## src/rtl/abr_ntt_add_sub_ctrl.sv

```systemverilog
// Sequencer for a full-polynomial coefficient-wise modular add/sub.
// Three-stage read / compute / write pipeline; stall_i freezes all stages at once.
module abr_ntt_add_sub_ctrl #(
    parameter int REG_SIZE  = 24,
    parameter int ADDR_W    = 8,
    parameter int NUM_COEFF = 256
) (
    input  logic                clk,
    input  logic                reset_n,
    input  logic                zeroize,
    input  logic                start_i,
    input  logic                sub_i,
    input  logic                mlkem_i,
    input  logic [ADDR_W-1:0]   src_a_base_i,
    input  logic [ADDR_W-1:0]   src_b_base_i,
    input  logic [ADDR_W-1:0]   dst_base_i,
    input  logic                stall_i,
    output logic                rd_en_o,
    output logic [ADDR_W-1:0]   rd_addr_a_o,
    output logic [ADDR_W-1:0]   rd_addr_b_o,
    input  logic [REG_SIZE-1:0] rd_data_a_i,
    input  logic [REG_SIZE-1:0] rd_data_b_i,
    output logic                as_en_o,
    output logic                as_sub_o,
    output logic                as_mlkem_o,
    output logic [REG_SIZE-1:0] as_opa_o,
    output logic [REG_SIZE-1:0] as_opb_o,
    input  logic [REG_SIZE-1:0] as_res_i,
    output logic                wr_en_o,
    output logic [ADDR_W-1:0]   wr_addr_o,
    output logic [REG_SIZE-1:0] wr_data_o,
    output logic                busy_o,
    output logic                done_o
);

    localparam int CNT_W = $clog2(NUM_COEFF + 1);
    localparam logic [CNT_W-1:0] C_RD_LAST = CNT_W'(NUM_COEFF);
    localparam logic [CNT_W-1:0] C_WR_LAST = CNT_W'(NUM_COEFF - 1);

    typedef enum logic [1:0] {
        ST_IDLE,
        ST_RUN,
        ST_DRAIN,
        ST_DONE
    } state_t;

    state_t                r_state;
    state_t                w_next;
    logic                  r_sub;
    logic                  r_mlkem;
    logic [ADDR_W-1:0]     r_rd_addr_a;
    logic [ADDR_W-1:0]     r_rd_addr_b;
    logic [ADDR_W-1:0]     r_wr_addr;
    logic [CNT_W-1:0]      r_rd_cnt;
    logic [CNT_W-1:0]      r_wr_cnt;
    logic                  r_s1_valid;
    logic                  r_s2_valid;
    logic                  r_hold_valid;
    logic [REG_SIZE-1:0]   r_hold_a;
    logic [REG_SIZE-1:0]   r_hold_b;

    logic                  w_start;
    logic                  w_rd_en;
    logic                  w_as_en;
    logic                  w_wr_en;

    // Strobes are also suppressed in a zeroize cycle so an abort never issues a partial access.
    assign w_start = (r_state == ST_IDLE) && start_i;
    assign w_rd_en = (r_state == ST_RUN) && !stall_i && !zeroize && (r_rd_cnt != C_RD_LAST);
    assign w_as_en = r_s1_valid && !stall_i && !zeroize;
    assign w_wr_en = r_s2_valid && !stall_i && !zeroize;

    always_comb begin
        w_next = r_state;
        case (r_state)
            ST_IDLE:  if (start_i) w_next = ST_RUN;
            ST_RUN:   if (r_rd_cnt == C_RD_LAST) w_next = ST_DRAIN;
            ST_DRAIN: if (w_wr_en && (r_wr_cnt == C_WR_LAST)) w_next = ST_DONE;
            ST_DONE:  w_next = ST_IDLE;
            default:  w_next = ST_IDLE;
        endcase
    end

    always_ff @(posedge clk or negedge reset_n) begin
        if (!reset_n) begin
            r_state <= ST_IDLE;
        end else if (zeroize) begin
            r_state <= ST_IDLE;
        end else begin
            r_state <= w_next;
        end
    end

    always_ff @(posedge clk or negedge reset_n) begin
        if (!reset_n) begin
            r_sub        <= 1'b0;
            r_mlkem      <= 1'b0;
            r_rd_addr_a  <= '0;
            r_rd_addr_b  <= '0;
            r_wr_addr    <= '0;
            r_rd_cnt     <= '0;
            r_wr_cnt     <= '0;
            r_s1_valid   <= 1'b0;
            r_s2_valid   <= 1'b0;
            r_hold_valid <= 1'b0;
            r_hold_a     <= '0;
            r_hold_b     <= '0;
        end else if (zeroize) begin
            r_sub        <= 1'b0;
            r_mlkem      <= 1'b0;
            r_rd_addr_a  <= '0;
            r_rd_addr_b  <= '0;
            r_wr_addr    <= '0;
            r_rd_cnt     <= '0;
            r_wr_cnt     <= '0;
            r_s1_valid   <= 1'b0;
            r_s2_valid   <= 1'b0;
            r_hold_valid <= 1'b0;
            r_hold_a     <= '0;
            r_hold_b     <= '0;
        end else begin
            if (w_start) begin
                r_sub       <= sub_i;
                r_mlkem     <= mlkem_i;
                r_rd_addr_a <= src_a_base_i;
                r_rd_addr_b <= src_b_base_i;
                r_wr_addr   <= dst_base_i;
                r_rd_cnt    <= '0;
                r_wr_cnt    <= '0;
            end
            if (w_rd_en) begin
                r_rd_addr_a <= r_rd_addr_a + ADDR_W'(1);
                r_rd_addr_b <= r_rd_addr_b + ADDR_W'(1);
                r_rd_cnt    <= r_rd_cnt + CNT_W'(1);
            end
            if (w_wr_en) begin
                r_wr_addr <= r_wr_addr + ADDR_W'(1);
                r_wr_cnt  <= r_wr_cnt + CNT_W'(1);
            end
            // Read data is only valid on its arrival cycle, so a stall must capture it then.
            if (!stall_i) begin
                r_s1_valid   <= w_rd_en;
                r_s2_valid   <= w_as_en;
                r_hold_valid <= 1'b0;
            end else if (r_s1_valid && !r_hold_valid) begin
                r_hold_valid <= 1'b1;
                r_hold_a     <= rd_data_a_i;
                r_hold_b     <= rd_data_b_i;
            end
        end
    end

    assign rd_en_o     = w_rd_en;
    assign rd_addr_a_o = w_rd_en ? r_rd_addr_a : '0;
    assign rd_addr_b_o = w_rd_en ? r_rd_addr_b : '0;
    assign as_en_o     = w_as_en;
    assign as_sub_o    = r_sub;
    assign as_mlkem_o  = r_mlkem;
    assign as_opa_o    = !w_as_en ? '0 : (r_hold_valid ? r_hold_a : rd_data_a_i);
    assign as_opb_o    = !w_as_en ? '0 : (r_hold_valid ? r_hold_b : rd_data_b_i);
    assign wr_en_o     = w_wr_en;
    assign wr_addr_o   = w_wr_en ? r_wr_addr : '0;
    assign wr_data_o   = w_wr_en ? as_res_i : '0;
    assign busy_o      = (r_state != ST_IDLE);
    assign done_o      = (r_state == ST_DONE);

endmodule
```

## config.mk

```make
export PLATFORM = sky130hd
export DESIGN_NAME = abr_ntt_add_sub_ctrl
export DESIGN_NICKNAME = d
export VERILOG_FILES = /design/src/rtl/abr_ntt_add_sub_ctrl.sv
export SDC_FILE = /design/constraint.sdc
export NUM_CORES = 1
export LEC_CHECK = 0
export CAP_MARGIN = 10
export CORE_ASPECT_RATIO = 1.25
export CORE_MARGIN = 2
export CORE_UTILIZATION = 41
export DETAILED_ROUTE_END_ITERATION = 10
export GPL_TIMING_DRIVEN = 0
export PLACE_DENSITY_LB_ADDON = 0.2
export SLEW_MARGIN = 10
export SYNTH_ARGS = -nofsm -noshare
export SYNTH_HDL_FRONTEND = slang
export SYNTH_SLANG_ARGS = --single-unit
export TNS_END_PERCENT = 10
```

## constraint.sdc

```tcl
create_clock -name clk -period 2.1 [get_ports clk]
set_clock_uncertainty 0.2 [all_clocks]
set_input_delay 0.21 -clock clk [delete_from_list [all_inputs] [get_ports clk]]
set_output_delay 0.21 -clock clk [all_outputs]
set_load 0.05 [all_outputs]
```

==> impl_metrics.py, run 1 <==
metrics = {
    "finish": {
        "synthToLayoutAreaGrowth_pct": 54.4,
        "nFillCells": 1095,
        "final_core_util_pct": 65.0,
        "design_area_um2": 8680,
        "drive_gt1_share_pct": 27.4,
        "nNetsFinal": 935,
        "diodes": 0,
    },
    "die": {
        "rows": 47,
        "start_util_pct": 42.1,
        "ios": 206,
        "die-area_um2": 14700,
        "core_area_um2": 13300,
        "die_h_um": 135,
        "die_w_um": 109,
    },
    "min_path": {
        "holdPathEnd": "r_hold_valid",
        "hp-class": "input pin to flip-flop",
        "worstHoldPathCells": 2,
        "worstHoldStart": "stall_i",
    },
    "outcome": {
        "violations": "negative setup slack",
        "status": "finished, violations left",
    },
    "placement": {
        "placed_area_um2": 7950,
        "port_buffers": 202,
        "hpwl_um": 12200,
        "place_congestion": 0.851,
    },
    "clock_tree": {
        "cts_root_buf": "clkbuf_16",
        "cts_tree": "yes",
        "h-tree-depth": 3,
        "cts.clk_slew.worst_paths_ps": 70,
        "cts_sinks": 97,
        "worstSkewPairLatency_ps": 340,
        "cts_buffer_depth": 2,
        "numCtsBuffers": 9,
    },
    "synthesis": {
        "netlist_top_cells_count": "dfrtp_1, nor2_1, mux2i_1",
        "ys_warn_count": 0,
        "async_flop_share_pct": 100,
        "yosys_register_bits": 97,
        "syn_avg_cell_area_um2": 9.56,
        "synth_most_common_cell": "dfrtp_1",
        "syn_area_um2": 5620,
        "synth-edff-count": 0,
        "synth_fp_nets": 702,
        "synth_top_cell_by_area": "dfrtp_1",
        "yosys-top-cells-area": "dfrtp_1, mux2i_1, a22o_1, and2_1, nor2_1",
        "yosysSeqAreaShare_pct": 43.2,
        "yosysTopAreaCellShare_pct": 43.2,
        "synth_cell_types": 55,
        "syn_inst": 588,
        "ys.flop_type": "dfrtp_1",
    },
    "drt": {
        "drcViolationCount": 0,
        "wl_per_cell_um": 17.1,
        "routed_wl_um": 17000,
        "antenna_left": 0,
        "drt-pass1-iter-count": 4,
        "first_iter_violations": 284,
        "num_vias": 5541,
        "via_per_inst": 5.56,
    },
    "grt": {
        "antenna_found_initial": 0,
        "first_global_vias": 5542,
        "grt_overflow_total": 0,
        "grt.total_usage_pct": 23.3,
        "grt_max_degree": 51,
        "grt_pass1_wl_um": 27600,
    },
    "setup_path": {
        "worst_r2r_path_depth": 9,
        "r2r-start": "r_rd_cnt[1]",
        "r2r_setup_slack_ps": -370,
        "crit_path_max_fanout": 6,
        "critical_path_class": "flip-flop to output pin",
        "critPathLaunchType": "flip-flop",
        "cp.arrival_ps": 2220,
        "crit-reg2reg-capture": "r_rd_addr_a[4]",
        "cp-end-kind": "output pin",
        "required_ps": 1690,
    },
    "timing": {
        "holdWs_ps": 148,
        "setup_viol": 63,
        "rsz0062_at_grt": "yes",
        "post-route-period-util_pct": 125,
        "max_freq_mhz": 381,
        "hold_viol_final": 0,
        "worstMarginPinSlew_ps": 889,
        "relSlewSlack_pct": 40.7,
        "drv_slew": 0,
        "setup_ws_ps": -526,
        "period_minus_slack_ps": 2630,
    },
    "job": {
        "drv_cap": 0,
    },
    "power_and_ir_drop": {
        "powerDensity_nw_per_um2": 665,
        "p_leak_nw": 3.90,
        "ir_drop_uv": 411,
    },
}
==> metal layers <==
layer / vias to the layer above / global-route usage (%) / wire, um
met4: 0 / 7.19 / 258
met5: - / 0 / 0
met2: 214 / 39.5 / 8620
met1: 2694 / 29.4 / 6930
li1: 2612 / - / -
met3: 21 / 5.31 / 1220
==> how the worst max path moves through the flow <==
stage	start	end	slack [ps]	cells past startpoint
2_1_floorplan	r_rd_cnt[0]	r_rd_addr_a[4]	-180	8
3_3_place_gp	reset_n	r_rd_addr_b[5]	-3080	1
3_5_place_dp	r_state[1]	rd_addr_a_o[7]	-1140	9
4_1_cts	r_rd_cnt[0]	rd_addr_b_o[7]	-540	9
5_1_grt	r_rd_cnt[1]	rd_addr_a_o[1]	-570	9
6_report	r_rd_cnt[1]	rd_addr_b_o[7]	-530	9
==> power breakdown <==
part | internal, mW | total (mW) | switching [mW]
registers | 2.04 | 2.23 | 0.189
logic | 0.774 | 1.73 | 0.955
clock network | 1.11 | 1.82 | 0.712
==> metrics by stage <==
step,cells,setup TNS (ps),worst slack [ps],power [mW]
final,997,-12900,-526,5.78
after CTS,991,-14350,-541,5.73
after floorplan,588,-7990,-175,3.15
after global routing,997,-18440,-573,6.06
after detailed placement,962,-83400,-1140,3.76
after global placement,961,-375840,-3080,3.71
==> critical path, cell delays in order, from the launching register on <==
cell	delay (ps)
dfrtp_1	390
inv_2	80
ha_4	130
or4b_4	480
o21ai_4	150
inv_2	70
buf_8	130
clkbuf_16	150
and2_4	160
buf_8	140
==> logic make-up (layout without fill, tap and decap cells) <==
family | count (synthesis) | after routing | synth area share [%]
buf+inv | 59 | 297 | 4.34
mux | 60 | 60 | 10.8
fa+ha+maj | 11 | 11 | 2.45
xor+xnor | 2 | 2 | 0.312
compound gates | 130 | 130 | 17.3
simple gates | 229 | 229 | 21.6
flops | 97 | 97 | 43.2
==> flip-flops by register name, indices dropped and copies added, names as in the netlist, 2 cells and up <==
register and cells:
r_hold_a 24, r_hold_b 24, r_rd_cnt 9, r_wr_cnt 9
r_rd_addr_a 8, r_rd_addr_b 8, r_wr_addr 8, r_state 2
==> cell type report <==
cell class	count	area [um^2]	area share [%]
clock inverter	4	75.1	0.865
clock buffer	12	256	2.95
buffer	46	363	4.18
tap	171	214	2.46
multi-input combinational	432	3140	36.2
timing repair buffer	223	2150	24.8
sequential	97	2430	28.0
inverter	12	50.0	0.576
==> placed cells by master (no fill, tap or decap), types with 20 or more instances in the layout <==
master / instances
nand2_1: 31
buf_6: 41
a22o_1: 52
and2_1: 29
o21ai_0: 22
clkdlybuf4s50_1: 100
buf_2: 32
dfrtp_1: 95
mux2i_1: 56
nand3_1: 31
nor2_1: 50
buf_4: 30
buf_8: 20
==> what timing repair did <==
item                       in CTS  in global routing
buffers inserted               13                  6
pin swaps                      15                  4
hold endpoints to repair       49                  0
hold buffers                    1                  0
gates resized for setup       631                 89
setup endpoints to repair     166                163
Power figures use the tool's default switching activity.
==> run 2, diff against run 1 <==
- PLACE_DENSITY: unset -> 0.84
- PLACE_DENSITY_LB_ADDON: 0.2 -> unset
==> run 2 against run 1 <==
  * Final cell count is 0.50% lower
  * Total power is 4.1% lower
  * Non-clock buffer count is 5 lower
  * Sequential share of layout area hardly changed
  * The flow still finishes with violations (negative setup slack)
==> impl_metrics.py, run 2 (synthesized netlist as in run 1, its figures left out) <==
metrics = {
    "outcome": {
        "status": "finished, violations left",
        "violations": "negative setup slack",
    },
    "finish": {
        "final_common_cell": "clkdlybuf4s50_1",
        "final_cell_mix": "clkdlybuf4s50_1, dfrtp_1, mux2i_1",
        "synthToLayoutAreaGrowth_pct": 54.5,
        "multi_input_area_um2": 3120,
        "largestRegisters": "r_hold_a: 24 flops, r_hold_b: 24 flops",
        "drive_gt1_share_pct": 26.4,
        "nNetsFinal": 930,
        "diodes": 0,
        "ff_latch_area_um2": 2430,
        "nFillCells": 1065,
    },
    "setup_path": {
        "cp-end-kind": "output pin",
        "crit_path_cell_trace": "inv_2 > ha_4 > or4b_4 > o21ai_4 > inv_2 > buf_8 > clkbuf_16 > and2_4 > buf_8",
        "cp.arrival_ps": 2260,
        "required_ps": 1690,
        "r2r-start": "r_rd_cnt[0]",
        "worst_r2r_path_depth": 9,
        "crit-reg2reg-capture": "r_rd_addr_a[4]",
        "max_stage_delay_ps": 470,
        "r2r_setup_slack_ps": -440,
        "critical_path_class": "flip-flop to output pin",
        "cpMaxStageDelayCell": "or4b_4",
        "critPathLaunchType": "flip-flop",
        "crit_path_max_fanout": 6,
    },
    "die": {
        "die-area_um2": 14700,
        "rows": 47,
        "core_area_um2": 13300,
        "start_util_pct": 42.1,
        "die_h_um": 135,
        "ios": 206,
        "die_w_um": 109,
    },
    "grt": {
        "grt_overflow_total": 0,
        "antenna_found_initial": 0,
        "grt_max_degree": 50,
        "grt_pass1_wl_um": 26900,
        "grt.total_usage_pct": 22.9,
        "first_global_vias": 5348,
    },
    "timing": {
        "post-route-period-util_pct": 127,
        "setup_viol": 77,
        "period_minus_slack_ps": 2670,
        "drv_slew": 0,
        "max_freq_mhz": 374,
        "rsz0062_at_grt": "yes",
        "worstMarginPinSlew_ps": 666,
        "holdWs_ps": 158,
        "relSlewSlack_pct": 55.6,
        "setup_ws_ps": -573,
        "finalSetupTns_ps": -15510,
        "hold_viol_final": 0,
    },
    "clock_tree": {
        "cts_buffer_depth": 2,
        "cts_root_buf": "clkbuf_16",
        "worstSkewPairLatency_ps": 340,
        "numCtsBuffers": 9,
        "cts.clk_slew.worst_paths_ps": 70,
        "cts_sinks": 97,
        "h-tree-depth": 3,
        "cts_tree": "yes",
    },
    "drt": {
        "antenna_left": 0,
        "via_per_inst": 5.49,
        "drt-pass1-iter-count": 7,
        "wl_per_cell_um": 17.1,
        "routed_wl_um": 17000,
        "drcViolationCount": 0,
        "first_iter_violations": 310,
        "num_vias": 5445,
    },
    "power_and_ir_drop": {
        "switchingPower_mw": 1.83,
        "powerDensity_nw_per_um2": 638,
        "pwr-share-seq_pct": 40.2,
        "ir_drop_uv": 475,
        "combPwrFrac_pct": 30.6,
        "pwr-share-clk_pct": 29.2,
        "p_leak_nw": 3.84,
        "p_int_mw": 3.71,
        "swShare_pct": 33.0,
        "finalPower_mw": 5.54,
    },
    "placement": {
        "place_congestion": 0.838,
        "port_buffers": 202,
        "hpwl_um": 12000,
        "place_ws_ps": -1240,
    },
    "min_path": {
        "worstHoldStart": "stall_i",
        "hp-class": "input pin to flip-flop",
        "holdPathEnd": "r_hold_valid",
        "worstHoldPathCells": 2,
    },
    "job": {
        "drv_cap": 0,
    },
}
==> run 2: cell count changes in the layout (fill, tap and decap cells not counted), sizes merged <==
cell and change:
clkbuf +1, clkinv +2, bufinv -2, clkdlybuf4s15 +17, clkinvlp -2, clkdlybuf4s18 +2
buf -24, dlygate4sd2 +1
==> run 2: layer usage <==
layer | global-route usage, % | share of wire (%) | vias up
met5 | 0 | 0 | -
met3 | 4.49 | 6.5 | 30
met4 | 8.12 | 1.9 | 0
li1 | - | - | 2597
met1 | 28.4 | 40 | 2599
met2 | 39.2 | 51 | 219
==> run 2: power by group through the flow <==
stage | combinational, mW | sequential (mW) | clock, mW
3_3_place_gp | 1.48 | 2.24 | 0
4_1_cts | 1.65 | 2.22 | 1.64
3_5_place_dp | 1.51 | 2.25 | 0
6_report | 1.70 | 2.23 | 1.62
2_1_floorplan | 0.932 | 2.22 | 0
5_1_grt | 1.82 | 2.25 | 1.73
==> run 2: worst max-delay path by stage <==
stage	start	to	slack, ps	cells past startpoint
4_1_cts	r_rd_cnt[1]	rd_addr_a_o[3]	-590	9
5_1_grt	r_rd_cnt[1]	rd_addr_a_o[2]	-630	9
6_report	r_rd_cnt[0]	rd_addr_a_o[2]	-570	9
2_1_floorplan	r_rd_cnt[0]	r_rd_addr_a[4]	-180	8
3_5_place_dp	r_state[1]	rd_addr_b_o[7]	-1240	9
3_3_place_gp	reset_n	r_hold_a[10]	-3070	1
==> run 2: cell type report <==
type                            count  share of cell area, %
Buffer                             46                   4.22
Clock buffer                       14                   3.27
Clock inverter                      2                  0.115
Inverter                           12                  0.576
Multi-Input combinational cell    432                   35.9
Sequential cell                    97                   28.0
Tap cell                          171                   2.46
Timing Repair Buffer              218                   25.5
==> run 2: what timing repair did <==
item                                    CTS  global route
pin swaps                                 9             4
cloned                                    1             0
hold buffers                              1             0
setup buffers                            12             1
gates resized for setup                 612            58
hold endpoints to repair                 48             0
endpoints found under the setup margin  163           155
==> run 2: critical path, delay by kind of cell, from the launching register on <==
kind            cells  cell delay [ps]
compound gates      1              170
buf+inv             5              600
fa+ha+maj           1              120
flops               1              390
simple gates        2              630
==> run 2: stage by stage <==
stage / utilization [%] / cells / area, um^2
global placement: 59.4 / 961 / 7930
CTS: 65.3 / 991 / 8710
global route: 65.1 / 992 / 8690
finish: 65.1 / 992 / 8690
detailed placement: 59.6 / 962 / 7950
floorplan: - / 588 / 5690
